`config.mk`:
```
export PLATFORM = sky130hd
export DESIGN_NAME = lsu_mem_port_flat
export DESIGN_NICKNAME = d
export VERILOG_FILES = /design/src/rtl/lsu_mem_port_if.sv /design/src/rtl/lsu_mem_port.sv /design/src/flat_wrapper.sv
export SDC_FILE = /design/constraint.sdc
export NUM_CORES = 1
export LEC_CHECK = 0
export BUFFER_PORTS_ARGS = -buffer_cell sky130_fd_sc_hd__buf_4
export CORE_AREA = 2 2 123 125
export CTS_CLUSTER_SIZE = 12
export DETAILED_ROUTE_END_ITERATION = 6
export DIE_AREA = 0 0 125 127
export HOLD_SLACK_MARGIN = 0.05
export PLACE_DENSITY_LB_ADDON = 0.15
export SLEW_MARGIN = 25
export SYNTH_ARGS = -nofsm -noshare
export SYNTH_HDL_FRONTEND = slang
export SYNTH_SLANG_ARGS = --single-unit
```
`constraint.sdc`:
```
create_clock -name clk -period 5.05 [get_ports clk]
set_input_delay 1.01 -clock clk [delete_from_list [all_inputs] [get_ports clk]]
set_output_delay 1.01 -clock clk [all_outputs]
set_load 0.01 [all_outputs]
```
`src/rtl/lsu_mem_port_if.sv`:
```
// Pipeline request/response and data-memory signals of the load/store port.
// The slave modport is the LSU itself; master is the pipeline plus memory around it.
interface lsu_mem_port_if;
    logic        req_valid;
    logic        req_ready;
    logic        req_store;
    logic [1:0]  req_size;
    logic        req_unsigned;
    logic [31:0] req_addr;
    logic [31:0] req_wdata;
    logic        rsp_valid;
    logic [31:0] rsp_rdata;
    logic        rsp_err;
    logic [31:0] mem_read_addr;
    logic [31:0] mem_write_addr;
    logic        mem_write_en;
    logic [31:0] mem_write_data;
    logic [31:0] mem_read_data;

    modport slave (
        input  req_valid, req_store, req_size, req_unsigned, req_addr, req_wdata,
        input  mem_read_data,
        output req_ready, rsp_valid, rsp_rdata, rsp_err,
        output mem_read_addr, mem_write_addr, mem_write_en, mem_write_data
    );

    modport master (
        output req_valid, req_store, req_size, req_unsigned, req_addr, req_wdata,
        output mem_read_data,
        input  req_ready, rsp_valid, rsp_rdata, rsp_err,
        input  mem_read_addr, mem_write_addr, mem_write_en, mem_write_data
    );
endinterface

```
`src/rtl/lsu_mem_port.sv`:
```
// Single-outstanding load/store requester for a word-wide data memory with
// sub-word read-modify-write stores and sign/zero-extended loads.
module lsu_mem_port #(
    parameter int RAM_DEPTH = 1024,
    parameter int RAM_WIDTH = 32
) (
    input logic           clk,
    input logic           reset_b,
    lsu_mem_port_if.slave bus
);

    typedef enum logic [1:0] {
        IDLE     = 2'd0,
        ACCESS   = 2'd1,
        MERGE_WR = 2'd2,
        RESP     = 2'd3
    } state_t;

    localparam logic [29:0] DEPTH_LIMIT = 30'(RAM_DEPTH);
    localparam logic [1:0]  SIZE_BYTE   = 2'b00;
    localparam logic [1:0]  SIZE_HALF   = 2'b01;
    localparam logic [1:0]  SIZE_WORD   = 2'b10;

    state_t                 state, state_next;
    logic                   store_q, unsigned_q, err_q;
    logic [1:0]             size_q, lane_q;
    logic [29:0]            index_q;
    logic [RAM_WIDTH-1:0]   wdata_q, rdata_q, merge_q;
    logic                   accept, req_err;
    logic [7:0]             lane_byte;
    logic [15:0]            lane_half;
    logic [RAM_WIDTH-1:0]   load_data, merge_data;

    assign accept = bus.req_valid && (state == IDLE);

    always_comb begin
        req_err = (bus.req_size == 2'b11)
               || (bus.req_size == SIZE_HALF && bus.req_addr[0])
               || (bus.req_size == SIZE_WORD && bus.req_addr[1:0] != 2'b00)
               || (bus.req_addr[31:2] >= DEPTH_LIMIT);
    end

    // NOTE: clocked state uses non-blocking assignments so every register
    // samples pre-edge values regardless of block evaluation order.
    always_ff @(posedge clk or negedge reset_b) begin
        if (!reset_b) state <= IDLE;
        else          state <= state_next;
    end

    // NOTE: every output of this block gets a default first, so no path
    // through the case statement can leave a value held (no latches).
    always_comb begin
        state_next         = state;
        bus.req_ready      = 1'b0;
        bus.rsp_valid      = 1'b0;
        bus.mem_write_en   = 1'b0;
        bus.mem_write_data = '0;
        case (state)
            IDLE: begin
                bus.req_ready = 1'b1;
                if (bus.req_valid) state_next = req_err ? RESP : ACCESS;
            end
            ACCESS: begin
                if (!store_q) begin
                    state_next = RESP;
                end else if (size_q == SIZE_WORD) begin
                    bus.mem_write_en   = 1'b1;
                    bus.mem_write_data = wdata_q;
                    state_next         = RESP;
                end else begin
                    state_next = MERGE_WR;
                end
            end
            MERGE_WR: begin
                bus.mem_write_en   = 1'b1;
                bus.mem_write_data = merge_q;
                state_next         = RESP;
            end
            RESP: begin
                bus.rsp_valid = 1'b1;
                state_next    = IDLE;
            end
            default: state_next = IDLE;
        endcase
    end

    // Lane extraction and extension for loads.
    always_comb begin
        lane_byte = bus.mem_read_data[{lane_q, 3'b000} +: 8];
        lane_half = lane_q[1] ? bus.mem_read_data[31:16] : bus.mem_read_data[15:0];
        case (size_q)
            SIZE_BYTE: load_data = unsigned_q ? {24'b0, lane_byte}
                                              : {{24{lane_byte[7]}}, lane_byte};
            SIZE_HALF: load_data = unsigned_q ? {16'b0, lane_half}
                                              : {{16{lane_half[15]}}, lane_half};
            default:   load_data = bus.mem_read_data;
        endcase
    end

    // Current memory word with the addressed lane replaced by store data.
    always_comb begin
        merge_data = bus.mem_read_data;
        if (size_q == SIZE_BYTE) merge_data[{lane_q, 3'b000} +: 8]     = wdata_q[7:0];
        else                     merge_data[{lane_q[1], 4'b0000} +: 16] = wdata_q[15:0];
    end

    always_ff @(posedge clk or negedge reset_b) begin
        if (!reset_b) begin
            store_q    <= 1'b0;
            unsigned_q <= 1'b0;
            err_q      <= 1'b0;
            size_q     <= 2'b00;
            lane_q     <= 2'b00;
            index_q    <= '0;
            wdata_q    <= '0;
            rdata_q    <= '0;
            merge_q    <= '0;
        end else begin
            if (accept) begin
                store_q    <= bus.req_store;
                unsigned_q <= bus.req_unsigned;
                err_q      <= req_err;
                size_q     <= bus.req_size;
                lane_q     <= bus.req_addr[1:0];
                wdata_q    <= bus.req_wdata;
                rdata_q    <= '0;
                // Faulting requests never present their address to memory.
                if (!req_err) index_q <= bus.req_addr[31:2];
            end
            if (state == ACCESS && !store_q)                       rdata_q <= load_data;
            if (state == ACCESS && store_q && size_q != SIZE_WORD) merge_q <= merge_data;
        end
    end

    assign bus.rsp_rdata      = (state == RESP) ? rdata_q : '0;
    assign bus.rsp_err        = (state == RESP) && err_q;
    assign bus.mem_read_addr  = {2'b00, index_q};
    assign bus.mem_write_addr = {2'b00, index_q};

endmodule

```
`src/flat_wrapper.sv`:
```
// flat-port wrapper written by rule: the top's interface ports become plain ports
module lsu_mem_port_flat 
#(
    parameter int RAM_DEPTH = 1024,
    parameter int RAM_WIDTH = 32
)
  (clk, reset_b, bus_req_valid, bus_req_store, bus_req_size, bus_req_unsigned, bus_req_addr, bus_req_wdata, bus_mem_read_data, bus_req_ready, bus_rsp_valid, bus_rsp_rdata, bus_rsp_err, bus_mem_read_addr, bus_mem_write_addr, bus_mem_write_en, bus_mem_write_data);
  lsu_mem_port_if bus_i ();
  input logic clk;
  input logic reset_b;
  input wire logic [$bits(bus_i.req_valid)-1:0] bus_req_valid;
  input wire logic [$bits(bus_i.req_store)-1:0] bus_req_store;
  input wire logic [$bits(bus_i.req_size)-1:0] bus_req_size;
  input wire logic [$bits(bus_i.req_unsigned)-1:0] bus_req_unsigned;
  input wire logic [$bits(bus_i.req_addr)-1:0] bus_req_addr;
  input wire logic [$bits(bus_i.req_wdata)-1:0] bus_req_wdata;
  input wire logic [$bits(bus_i.mem_read_data)-1:0] bus_mem_read_data;
  output wire logic [$bits(bus_i.req_ready)-1:0] bus_req_ready;
  output wire logic [$bits(bus_i.rsp_valid)-1:0] bus_rsp_valid;
  output wire logic [$bits(bus_i.rsp_rdata)-1:0] bus_rsp_rdata;
  output wire logic [$bits(bus_i.rsp_err)-1:0] bus_rsp_err;
  output wire logic [$bits(bus_i.mem_read_addr)-1:0] bus_mem_read_addr;
  output wire logic [$bits(bus_i.mem_write_addr)-1:0] bus_mem_write_addr;
  output wire logic [$bits(bus_i.mem_write_en)-1:0] bus_mem_write_en;
  output wire logic [$bits(bus_i.mem_write_data)-1:0] bus_mem_write_data;
  assign bus_i.req_valid = bus_req_valid;
  assign bus_i.req_store = bus_req_store;
  assign bus_i.req_size = bus_req_size;
  assign bus_i.req_unsigned = bus_req_unsigned;
  assign bus_i.req_addr = bus_req_addr;
  assign bus_i.req_wdata = bus_req_wdata;
  assign bus_i.mem_read_data = bus_mem_read_data;
  assign bus_req_ready = bus_i.req_ready;
  assign bus_rsp_valid = bus_i.rsp_valid;
  assign bus_rsp_rdata = bus_i.rsp_rdata;
  assign bus_rsp_err = bus_i.rsp_err;
  assign bus_mem_read_addr = bus_i.mem_read_addr;
  assign bus_mem_write_addr = bus_i.mem_write_addr;
  assign bus_mem_write_en = bus_i.mem_write_en;
  assign bus_mem_write_data = bus_i.mem_write_data;
  lsu_mem_port #(.RAM_DEPTH(RAM_DEPTH), .RAM_WIDTH(RAM_WIDTH)) u_core (.clk(clk), .reset_b(reset_b), .bus(bus_i));
endmodule
```
======== Yosys cells after proc, flatten, opt, wreduce, memory -nomap -nowiden ========
Cells that the tools add are included.
operators by class
  add/sub/neg operators ................... 2
  $lt $le $gt $ge ......................... 1
  eq/ne operators ......................... 10
  shifts and indexed selects .............. 5
  mux-type cells .......................... 23
  bitwise gates (word level) .............. 1
  reduce and logical (&&, ||, !) cells .... 16
operators by type and width
  operator                   number
  $mux W32                   8
  $pmux W32 S2               2
  $bwmux W32                 2
  $shift A16 B7 Y32 const A  1
  $shift A8 B7 Y32 const A   1
  $shiftx A16 B7 Y32         1
  $shiftx A32 B6 Y8          1
  $shiftx A8 B7 Y32          1
  $ge A30 B11 Y1 const B     1
  $mux W16                   1
  $neg A5 Y7                 2
  $eq A2 B2 Y1 const B       5
  $pmux W2 S4                1
  $logic_and A1 B1 Y1        7
  $eq A2 B1 Y1 const B       3
  $mux W2                    3
  $mux W1                    5
  $logic_not A2 Y1           2
  $ne A2 B2 Y1 const B       2
  $reduce_bool A2 Y1         2
  $logic_or A1 B1 Y1         3
  $pmux W1 S2                1
  $reduce_and A2 Y1          1
  $logic_not A1 Y1           1
  $not A1 Y1                 1
storage, ports and cells
  flip-flop bits (word level) ............. 135
  word-level logic and storage cells ...... 68

======== Depth between registers and ports, before layout ========
  word-level depth ........................ 8
  gate-level depth with buffers ........... 8
  depth with buffers taken out ............ 6

======== Least setup slack after synthesis ========
No wires, ideal clock.
  kind .................................... reg2out
  start point ............................. register u_core.state[1]
  end point ............................... output port bus_mem_write_data[19]
  data arrival time ....................... 1.511 ns
  data required time ...................... 4.040 ns
  setup slack ............................. 2.529 ns
  cell stages (with the launch flop) ...... 8
  cell sequence ........................... dfrtp_1 -> inv_1 -> ha_1 -> nand2_1 -> nor2_1 -> clkbuf_1 -> a22oi_1 -> nor2_1
on the way
  longest elaborated chain between the ends .. 2
  elaborated cells on any way between the ends .. 3
  those cells by class .................... eq/ne (2); mux (1)
RTL lines
  what                                                 RTL line            source
  start: declaration                                   lsu_mem_port.sv:24  state_t state, state_next;
  start signal: assignment                             lsu_mem_port.sv:47  else state <= state_next;
  $eq A2 B2 Y1 / $eq A2 B1 Y1 (equally long branches)  lsu_mem_port.sv:58  case (state)
  $pmux W32 S2 *                                       lsu_mem_port.sv:58
  end: declaration                                     flat_wrapper.sv:25  output wire logic [$bits(bus_i.mem_write_data)-1:0] bus_mem_write_data;
Mark *: on every way between the ends. The rest lies on a longest branch, timed or not.

======== Worst setup path in the final report ========
  start point ............................. register u_core.state[1]
  end point ............................... output port bus_mem_write_data[26]
Same word-level chain as after synthesis.

==> impl_metrics.py <==
metrics = {
    "clocking": {
        "clock_path_buffers": 2,
        "clkLatencyLatePin_ns": 0.42,
        "root_buffer": "clkbuf_16",
        "cts_tree": "done",
        "path_clk_slew_ns": 0.06,
        "cts_setup_buffers": 0,
        "clock-sinks": 135,
        "ctsResizeCount": 0,
        "cts_buffers": 17,
        "htree_levels": 4,
        "cts_hold_buf": 0,
    },
    "final_layout": {
        "fillCellCount": 1225,
        "layout.nets": 961,
        "fin_area_sq_um": 9288,
        "drive_gt1_share_pct": 38.98,
        "antenna_cells": 0,
        "syn_to_final_growth_pct": 29.98,
    },
    "floorplan": {
        "rows": 44,
        "io_pins": 235,
        "start_util_pct": 49.54,
        "die-area_sq_um": 15880,
        "die_h_microns": 127,
        "die_x_microns": 125,
        "core_area_sq_um": 14420,
    },
    "placed_design": {
        "gp_congestion": 0.8731,
        "dp.final_hpwl_mm": 15.33,
        "placed_area_sq_um": 8718,
        "port_buffers": 230,
    },
    "sta": {
        "clock_skew_ns": 0.006446,
        "worstMarginPinSlew_ns": 1.018,
        "fmax_mhz": 281.5,
        "relSlewSlack_pct": 31.60,
        "fin_tns_setup_ns": 0,
        "fin_crit_sh_pct": 70.35,
        "rsz0062_at_grt": "false",
        "period_needed_ns": 3.553,
        "hold_viol": 0,
        "setup_viol": 0,
        "slew_viol_final": 0,
    },
    "global_routing": {
        "grt_pass1_vias": 5951,
        "grt.overflow.total": 0,
        "grt_first_pass_wirelength_mm": 33.50,
        "grt_max_degree": 104,
        "track_usage_pct": 27.04,
        "antenna_found_initial": 0,
    },
    "pwr": {
        "p_leak_uw": 0.004563,
        "p_per_area_nw_per_um2": 555.2,
        "ir_drop_mv": 0.3097,
    },
    "drt": {
        "drtPass1Iterations": 5,
        "wl_mm": 21.50,
        "ant_nets": 0,
        "wl_per_cell_microns": 20.55,
        "vias_per_cell": 5.836,
        "vias": 6104,
        "drt_iter0_markers": 440,
        "drc": 0,
    },
    "synth": {
        "synth_top_family_by_area": "compound AO/OA/AOI/OAI gates",
        "synth_area_sq_um": 7146,
        "synthAdderAreaFrac_pct": 1.576,
        "ys_ff_latch": 135,
        "ys_types": 44,
        "synth-compound-area-share_pct": 19.47,
        "synth.top_cells.by_area": "dfrtp_1, mux2_2, a22oi_1",
        "synth_top_area_share_pct": 47.28,
        "syn_inst": 671,
        "syn_avg_cell_area_sq_um": 10.65,
        "yosys.area.top_type": "dfrtp_1",
        "seq_area_frac_synth_pct": 47.28,
        "synthSimpleGateAreaFrac_pct": 12.20,
        "yosys-mux-area-fraction_pct": 12.31,
        "yosys_warnings": 0,
        "synth_xor_area_share_pct": 0,
    },
    "critical_path": {
        "cpPeakStageDelay_ns": 0.75,
        "path_class": "flop to output pin",
        "arrival_ns": 2.54,
        "cp-end-kind": "output pin",
        "worst_path_max_delay_cell": "clkinv_1",
        "crit_fanout": 34,
        "startpoint_type": "flop",
        "cp_data_required_time_ns": 4.04,
        "path_cells": "inv_1 -> ha_1 -> clkinv_1 -> nor2_1 -> buf_4",
    },
    "status": {
        "status": "completed",
    },
    "worst_hold_path": {
        "worst_hold_path_type": "flop to flop",
    },
    "job": {
        "drv_cap": 0,
    },
}
[stage by stage]
step	util (%)	worst slack [ns]	cells	total power [uW]	hold slack (ns)
CTS	64.27	1.470	1045	5166	0.4837
global placement	60.44	1.869	1013	3940	0.4643
detailed placement	60.44	1.767	1013	3990	0.4709
global route	64.39	1.290	1046	5494	0.5020
finish	64.39	1.497	1046	5157	0.4788
floorplan	-	2.529	674	3267	0.4424
[report_power, final]
part	switching [uW]	total (uW)	leakage (uW)	internal, uW
Sequential	356	1820	0.00173	1460
Combinational	1200	2180	0.00257	983
Clock	469	1160	0.000269	687
Total	2020	5160	0.00456	3130
[path summary, 6_finish.rpt]
check	startpoint	endpoint	slack, ns	cells past startpoint
setup / recovery	u_core.state[1]	bus_mem_write_data[26]	1.50	5
hold / removal	u_core.rdata_q[0]	u_core.rdata_q[0]	0.48	2
setup reg to reg	u_core.lane_q[1]	u_core.merge_q[13]	2.32	7
hold reg to reg	u_core.rdata_q[0]	u_core.rdata_q[0]	0.48	2
max in group asynchronous	reset_b	u_core.merge_q[30]	3.41	2
min in group asynchronous	reset_b	u_core.rdata_q[19]	0.68	1
[area by class of cell]
class                      instances  area, sq um  share of cell area, %
multi-input combinational        447         3289                  35.42
clock buffer                      20        446.7                  4.809
tap                              184        230.2                  2.479
inverter                           8        30.03                 0.3233
timing repair buffer             240         1808                  19.47
clock inverter                    12        105.1                  1.132
sequential                       135         3378                  36.37
[cell families (layout without fill, tap and decap cells)]
family | count (synthesis) | after routing
AO/OA/AOI/OAI | 189 | 189
AND/OR/NAND/NOR | 165 | 165
flip-flops | 135 | 135
buffers and inverters | 92 | 280
multiplexers | 80 | 80
adder cells (fa/ha/maj) | 9 | 9
other | 1 | 4
[state kept, by name (all words and copies together) (netlist names)]
signal / flops
u_core.index_q: 30
u_core.err_q: 1
u_core.rdata_q: 32
u_core.merge_q: 32
u_core.lane_q: 2
u_core.unsigned_q: 1
u_core.size_q: 2
u_core.state: 2
u_core.wdata_q: 32
u_core.store_q: 1
[cells in the final DEF (no fill, tap or decap), drive strengths merged, types with 2 or more instances in the layout]
cell type,n
clkinv,11
ha,9
conb,4
a221o,32
mux2,57
nand2,32
inv,6
o21ai,41
nand2b,17
a41o,2
buf,239
dfrtp,135
a32o,8
a22oi,49
o21a,2
nor2,40
nor2b,28
clkbuf,21
clkinvlp,2
nor3,3
a22o,16
a21oi,33
nor4,6
mux2i,23
and2,34
[critical path, delay by kind of cell (launching register included)]
family                     cells  cell delay, ns
adders and majority gates      1            0.28
buffers and inverters          3            1.02
DFF                            1            0.40
and+or+nand+nor                1            0.41
[cells in the mapped netlist (all sizes together)]
cell type / n
o21ba: 1
a31oi: 1
nor3: 3
mux2: 57
a22o: 16
nand2: 32
mux2i: 23
and2: 34
nand3: 1
a41o: 2
or4: 1
dfrtp: 135
a21boi: 1
inv: 6
a22oi: 49
a221o: 32
nor2b: 28
conb: 1
o21ai: 41
or2: 1
o211ai: 1
nor4: 6
ha: 9
clkinv: 2
nand3b: 1
nor2: 40
o41ai: 1
buf: 49
a21oi: 33
clkbuf: 35
nand2b: 17
a32o: 8
o2bb2ai: 1
o21a: 2
nor3b: 1
[per-layer routing]
layer,share of wire (%),track usage (%),vias up
li1,-,-,2755
met3,8.5,7.035,41
met5,0,0,-
met4,2.7,9.804,0
met1,41,35.47,2993
met2,48,43.70,315
Note: power is estimated with default switching activity, not from simulation.
